[config.mk]
export PLATFORM = sky130hd
export DESIGN_NAME = instr_queue
export DESIGN_NICKNAME = d
export VERILOG_FILES = /design/src/rtl/instr_queue.sv
export SDC_FILE = /design/constraint.sdc
export NUM_CORES = 1
export LEC_CHECK = 0
export BUFFER_PORTS_ARGS = -buffer_cell sky130_fd_sc_hd__buf_2
export CORE_ASPECT_RATIO = 1.5
export CORE_UTILIZATION = 61
export DETAILED_ROUTE_END_ITERATION = 10
export HOLD_SLACK_MARGIN = 0.05
export PLACE_DENSITY = 0.79
export REMOVE_ABC_BUFFERS = 1
export SKIP_LAST_GASP = 1
export SYNTH_ARGS = -nofsm -noshare
export SYNTH_HDL_FRONTEND = slang
export SYNTH_SLANG_ARGS = --single-unit
export TNS_END_PERCENT = 100
[constraint.sdc]
create_clock -name clk -period 15.3 [get_ports clk]
set_clock_uncertainty 0.1 [all_clocks]
set_input_delay 3.06 -clock clk [delete_from_list [all_inputs] [get_ports clk]]
set_output_delay 3.06 -clock clk [all_outputs]
set_load 0.01 [all_outputs]
[src/rtl/instr_queue.sv]
// Fetch-to-decode instruction buffer.
//
// Records the pc/order of every imem request fetch issues, pairs each in-order imem response
// with its request, and buffers the result for decode over a valid/ready handshake. On a
// branch flush everything queued is discarded and every response still in flight is counted
// as stale so that it is dropped when it arrives.
//
// Ports
//   clk, rst       clock; synchronous active-high reset
//   flush          branch taken: kill queued and in-flight instructions
//   req_valid      fetch issued an imem request this cycle (req_pc, req_order)
//   imem_resp      imem returns imem_rdata this cycle, in request order
//   fetch_stall    fetch must not issue a request this cycle
//   iq_valid       head entry valid (iq_inst, iq_pc, iq_order)
//   dec_ready      decode consumes the head when iq_valid && dec_ready
//   iq_count       occupied instruction entries
module instr_queue #(
  parameter int unsigned DEPTH           = 8,
  parameter int unsigned MAX_OUTSTANDING = 4
) (
  input  logic                     clk,
  input  logic                     rst,
  input  logic                     flush,
  input  logic                     req_valid,
  input  logic [31:0]              req_pc,
  input  logic [63:0]              req_order,
  input  logic                     imem_resp,
  input  logic [31:0]              imem_rdata,
  output logic                     fetch_stall,
  output logic                     iq_valid,
  output logic [31:0]              iq_inst,
  output logic [31:0]              iq_pc,
  output logic [63:0]              iq_order,
  input  logic                     dec_ready,
  output logic [$clog2(DEPTH):0]   iq_count
);

  localparam int unsigned PtrW     = $clog2(DEPTH);
  localparam int unsigned CntW     = PtrW + 1;
  localparam int unsigned PendPtrW = (MAX_OUTSTANDING > 1) ? $clog2(MAX_OUTSTANDING) : 1;
  localparam int unsigned PendCntW = $clog2(MAX_OUTSTANDING) + 1;

  // Instruction storage
  logic [31:0] q_inst  [DEPTH];
  logic [31:0] q_pc    [DEPTH];
  logic [63:0] q_order [DEPTH];
  logic [PtrW-1:0] rd_ptr_q, rd_ptr_d, wr_ptr_q, wr_ptr_d;
  logic [CntW-1:0] count_q, count_d;

  // Pending (issued, not yet answered) request storage
  logic [31:0] p_pc    [MAX_OUTSTANDING];
  logic [63:0] p_order [MAX_OUTSTANDING];
  logic [PendPtrW-1:0] pend_rd_q, pend_rd_d, pend_wr_q, pend_wr_d;
  logic [PendCntW-1:0] pend_cnt_q, pend_cnt_d;

  // Responses still owed by imem for requests killed by a flush
  logic [PendCntW-1:0] stale_cnt_q, stale_cnt_d;

  logic        req_fire, resp_live, q_push, q_pop, pend_push, pend_pop;
  logic [31:0] occ_sum, out_sum, flush_stale;

  function automatic logic [PendPtrW-1:0] pend_inc(input logic [PendPtrW-1:0] p);
    if (32'(p) == MAX_OUTSTANDING - 1) return '0;
    return p + PendPtrW'(1);
  endfunction

  // Stall only looks at registered state; each live request already owns a queue slot.
  assign occ_sum     = 32'(count_q) + 32'(pend_cnt_q);
  assign out_sum     = 32'(pend_cnt_q) + 32'(stale_cnt_q);
  assign fetch_stall = (occ_sum >= DEPTH) || (out_sum == MAX_OUTSTANDING);

  assign req_fire  = req_valid && !fetch_stall;
  assign resp_live = imem_resp && (stale_cnt_q == '0);
  assign iq_valid  = (count_q != '0) && !flush;
  assign q_pop     = iq_valid && dec_ready;
  assign q_push    = resp_live && !flush;
  assign pend_push = req_fire && !flush;
  assign pend_pop  = resp_live && !flush;

  // A response in the flush cycle consumes either a stale slot or the pending head;
  // either way it leaves the in-flight total.
  assign flush_stale = 32'(stale_cnt_q) + 32'(pend_cnt_q) + 32'(req_fire) - 32'(imem_resp);

  always_comb begin
    rd_ptr_d    = rd_ptr_q;
    wr_ptr_d    = wr_ptr_q;
    count_d     = count_q;
    pend_rd_d   = pend_rd_q;
    pend_wr_d   = pend_wr_q;
    pend_cnt_d  = pend_cnt_q;
    stale_cnt_d = stale_cnt_q;
    if (flush) begin
      rd_ptr_d    = '0;
      wr_ptr_d    = '0;
      count_d     = '0;
      pend_rd_d   = '0;
      pend_wr_d   = '0;
      pend_cnt_d  = '0;
      stale_cnt_d = PendCntW'(flush_stale);
    end else begin
      if (q_push) wr_ptr_d = wr_ptr_q + PtrW'(1);
      if (q_pop)  rd_ptr_d = rd_ptr_q + PtrW'(1);
      count_d = count_q + CntW'(q_push) - CntW'(q_pop);
      if (pend_push) pend_wr_d = pend_inc(pend_wr_q);
      if (pend_pop)  pend_rd_d = pend_inc(pend_rd_q);
      pend_cnt_d = pend_cnt_q + PendCntW'(pend_push) - PendCntW'(pend_pop);
      if (imem_resp && (stale_cnt_q != '0)) stale_cnt_d = stale_cnt_q - PendCntW'(1);
    end
  end

  always_ff @(posedge clk) begin
    if (rst) begin
      rd_ptr_q    <= '0;
      wr_ptr_q    <= '0;
      count_q     <= '0;
      pend_rd_q   <= '0;
      pend_wr_q   <= '0;
      pend_cnt_q  <= '0;
      stale_cnt_q <= '0;
    end else begin
      rd_ptr_q    <= rd_ptr_d;
      wr_ptr_q    <= wr_ptr_d;
      count_q     <= count_d;
      pend_rd_q   <= pend_rd_d;
      pend_wr_q   <= pend_wr_d;
      pend_cnt_q  <= pend_cnt_d;
      stale_cnt_q <= stale_cnt_d;
    end
  end

  // Storage arrays need no reset: contents are only visible through count/pointers.
  always_ff @(posedge clk) begin
    if (!rst && q_push) begin
      q_inst[wr_ptr_q]  <= imem_rdata;
      q_pc[wr_ptr_q]    <= p_pc[pend_rd_q];
      q_order[wr_ptr_q] <= p_order[pend_rd_q];
    end
    if (!rst && pend_push) begin
      p_pc[pend_wr_q]    <= req_pc;
      p_order[pend_wr_q] <= req_order;
    end
  end

  assign iq_count = count_q;
  assign iq_inst  = (count_q != '0) ? q_inst[rd_ptr_q]  : '0;
  assign iq_pc    = (count_q != '0) ? q_pc[rd_ptr_q]    : '0;
  assign iq_order = (count_q != '0) ? q_order[rd_ptr_q] : '0;

  // Counter range checks
  a_resp_without_req: assert property (@(posedge clk) disable iff (rst)
    !(resp_live && (pend_cnt_q == '0)));
  a_queue_overflow: assert property (@(posedge clk) disable iff (rst)
    !(q_push && !q_pop && (count_q == CntW'(DEPTH))));
  a_pend_overflow: assert property (@(posedge clk) disable iff (rst)
    !(pend_push && !pend_pop && (32'(pend_cnt_q) == MAX_OUTSTANDING)));
  a_stale_range: assert property (@(posedge clk) disable iff (rst)
    !(flush && ((32'(stale_cnt_q) + 32'(pend_cnt_q) + 32'(req_fire) < 32'(imem_resp))
                || (flush_stale > MAX_OUTSTANDING))));

endmodule
==> metrics.txt <==
Reg2Reg Setup Slack=10.97 ns; DRT iter0 DRCs=1947; Avg WL per Cell=roughly 29 um; core box area=87860 um^2; initial antenna violation count=25; Slew @ Worst Pin=1.155 ns; die width=245.3 um; via count=approximately 24000; Final Hold Vio Count=0; Pwr per Cell Area=134.1 nW/um^2; Initial Utilization=61.66%; Rows=about 130; max-slew violations=0; share of the synthesized area in the top cell type=78.04%; max_cap viols=0; Global Route Usage Sum=25.24%; HP Class=reg -> reg; Synth Instances=2290; synth warn=0; Chip Height=367.0 um; syn_area_per_cell=between 20 and 25 um^2; CP Max Fanout=roughly 120; reg2reg path depth=7; Setup-failing EPs final=0; worst r2r src=pend_cnt_q[0]; Layout Utilization=approximately 70%; share of cells above drive strength 1=between 30% and 40%; CTS tree=done; critical path class=reg -> out; unrepaired setup endpoints after global routing=false; P_leak=19.08 nW; grt peak-use layer=met2; Overflow after GRT=0; Hold Path Cell Cnt=2; Die ar.=90030 um^2; FF-to-FF End=p_order[0][46]; VDD IR max=0.1107 mV; Distinct cells, synth=34; Post-Route WL=110400 um; GP Congestion=0.7620; Rel. slew slack=22.98%; CP Data Arrival Time=4.71 ns; CP Data Required Time=12.14 ns; largest cells by area after synthesis=edfxtp_1 (78%), mux4_2 (15%), mux2i_1 (2.5%); power consumption=about 8 mW; vias per cell=6.320; 1st-pass router iterations=6; wire length of the first global-routing pass=163500 um; TritonCTS buffer count=130; DP HPWL=~55000 um; area of the mapped netlist=54180 um^2; Worst Setup Start Kind=flip-flop; H-Tree Depth=4; CTS Buffer Depth=3; Routed Antenna Nets=0; flops & latches, synth=1433; kind of cell adding the most delay to the critical path=buffers and inverters; met3 GRT Util=5.443%; fin worst setup slack=7.433 ns; placed inst area=roughly 57000 um^2; drc violations=0; fin crit period=approximately 8 ns; hold path endpoint=pend_wr_q[1]; met2 Use GR=41.96%; met1 usage=around 32%; IO Port Bufs=approximately 270; post-cts sizing count=0; hold buffers post-CTS=0; fmax=127.1 MHz; status=complete, no violations; Crit path largest cell delay=around 0.97 ns; Final period util=51.42%; largest net degree at the start of global routing=around 130; root buffer cell=clkbuf_16; setup TNS=0 ns; Placement Setup Slack=8.001 ns; Synth-to-Final Area Change=12.57%; setup bufs post-CTS=0; sequential fraction of the synthesis area=78.97%; design area=60980 um^2; clock slew at the register clock pins of the worst setup and hold paths=0.06 ns; Min-Delay Startpoint=pend_wr_q[1]; io pins=268; cell breakdown of the critical path=buf_12 > buf_4 > mux4_2 > mux2i_1 > nor2_1 > buf_2; CTS sink cnt=1433; buffer and inverter count on the worst path=3; clk_lat worst skew=~0.73 ns; Slowest cell on crit path=dfxtp_4; vias in the first global route=26580; type of destination of the critical path=output port; Final #Nets=about 2800; biggest area consumer among synthesized cells=edfxtp_1
-- Yosys cell counts, drive strengths merged --
cell / number
edfxtp: 1408
xor2: 4
a311o: 1
mux2i: 133
and3: 4
nand4: 1
nand2: 8
xnor2: 8
or3: 3
nand3: 1
nand2b: 4
clkbuf: 39
a211o: 1
ha: 24
nor3b: 4
a21o: 4
nor2: 153
fa: 5
or2: 1
inv: 20
buf: 71
nor3: 3
a2111oi: 1
nor4bb: 1
a21oi: 4
nand3b: 1
and2: 3
mux4: 352
dfxtp: 25
a211oi: 3
-- worst max-delay path by stage --
stage	startpoint	to	slack, ns	cells past startpoint
2_1_floorplan	flip-flop	iq_inst[0]	0.47	3
3_3_place_gp	flip-flop	iq_pc[1]	8.08	6
3_5_place_dp	flip-flop	iq_pc[1]	8.00	6
4_1_cts	flip-flop	iq_pc[1]	7.19	6
5_1_grt	flip-flop	iq_pc[1]	6.95	6
6_report	flip-flop	iq_pc[1]	7.43	6
-- final cells by class --
| type | count | area (um^2) |
|---|---|---|
| Sequential cell | 1433 | 42800 |
| Fill cell | 5270 | 26880 |
| Multi-Input combinational cell | 727 | 10740 |
| Clock buffer | 172 | 3675 |
| Timing Repair Buffer | 292 | 1637 |
| Tap cell | 1147 | 1435 |
| Clock inverter | 61 | 580.6 |
| Inverter | 20 | 75.07 |
| Antenna cell | 16 | 40.04 |
-- cell families (layout without fill, tap and decap cells) --
family | Yosys count | count (layout) | synth area share (%)
other cells | 0 | 16 | 0
mux | 485 | 485 | 17.09
buf+inv | 130 | 545 | 1.353
simple gates | 187 | 187 | 1.425
fa+ha+maj | 29 | 29 | 0.7391
flops | 1433 | 1433 | 78.97
xor+xnor | 12 | 12 | 0.1940
compound gates | 14 | 14 | 0.2310
-- cells in the final DEF (no fill, tap or decap), types with 24 or more instances in the layout --
cell and n:
clkbuf_1 28, clkinv_2 24, mux4_2 352, nor2_1 147, ha_1 24, edfxtp_1 1408
mux2i_1 133, buf_2 267, clkbuf_16 141
-- worst min-delay path: stages, from the launching register on --
cell and delay, ns:
dfxtp_1 0.34, nand2_1 0.06, mux2i_1 0.05
-- power by group --
part / switching, mW / internal [mW] / total, mW / leakage, nW
Sequential: 0.0300 / 4.43 / 4.46 / 12.9
Combinational: 0.302 / 0.183 / 0.485 / 4.11
Clock: 1.36 / 1.88 / 3.23 / 2.09
-- stage by stage --
| stage | hold slack [ns] | instances |
|---|---|---|
| after floorplan | 0.3677 | 2180 |
| after global placement | 0.3761 | 3619 |
| after detailed placement | 0.3944 | 3619 |
| after CTS | 0.4034 | 3852 |
| after global routing | 0.4427 | 3862 |
| final | 0.4043 | 3868 |
-- state kept, by name, summed over array words and instances, names as in the netlist, named ones only --
| name | flops |
|---|---|
| pend_rd_q | 2 |
| wr_ptr_q | 3 |
| p_pc | 128 |
| iq_count | 4 |
| stale_cnt_q | 3 |
| rd_ptr_q | 3 |
| pend_cnt_q | 3 |
| p_order | 256 |
| q_pc | 256 |
| q_order | 512 |
| q_inst | 256 |
| pend_wr_q | 2 |
-- per-layer routing --
| layer | part of all wire [%] | routed length [um] |
|---|---|---|
| met1 | 39 | 42600 |
| met2 | 51 | 56530 |
| met3 | 6.3 | 6977 |
| met4 | 3.7 | 4114 |
| met5 | 0.13 | 142 |
(Power assumes the default switching activity.)
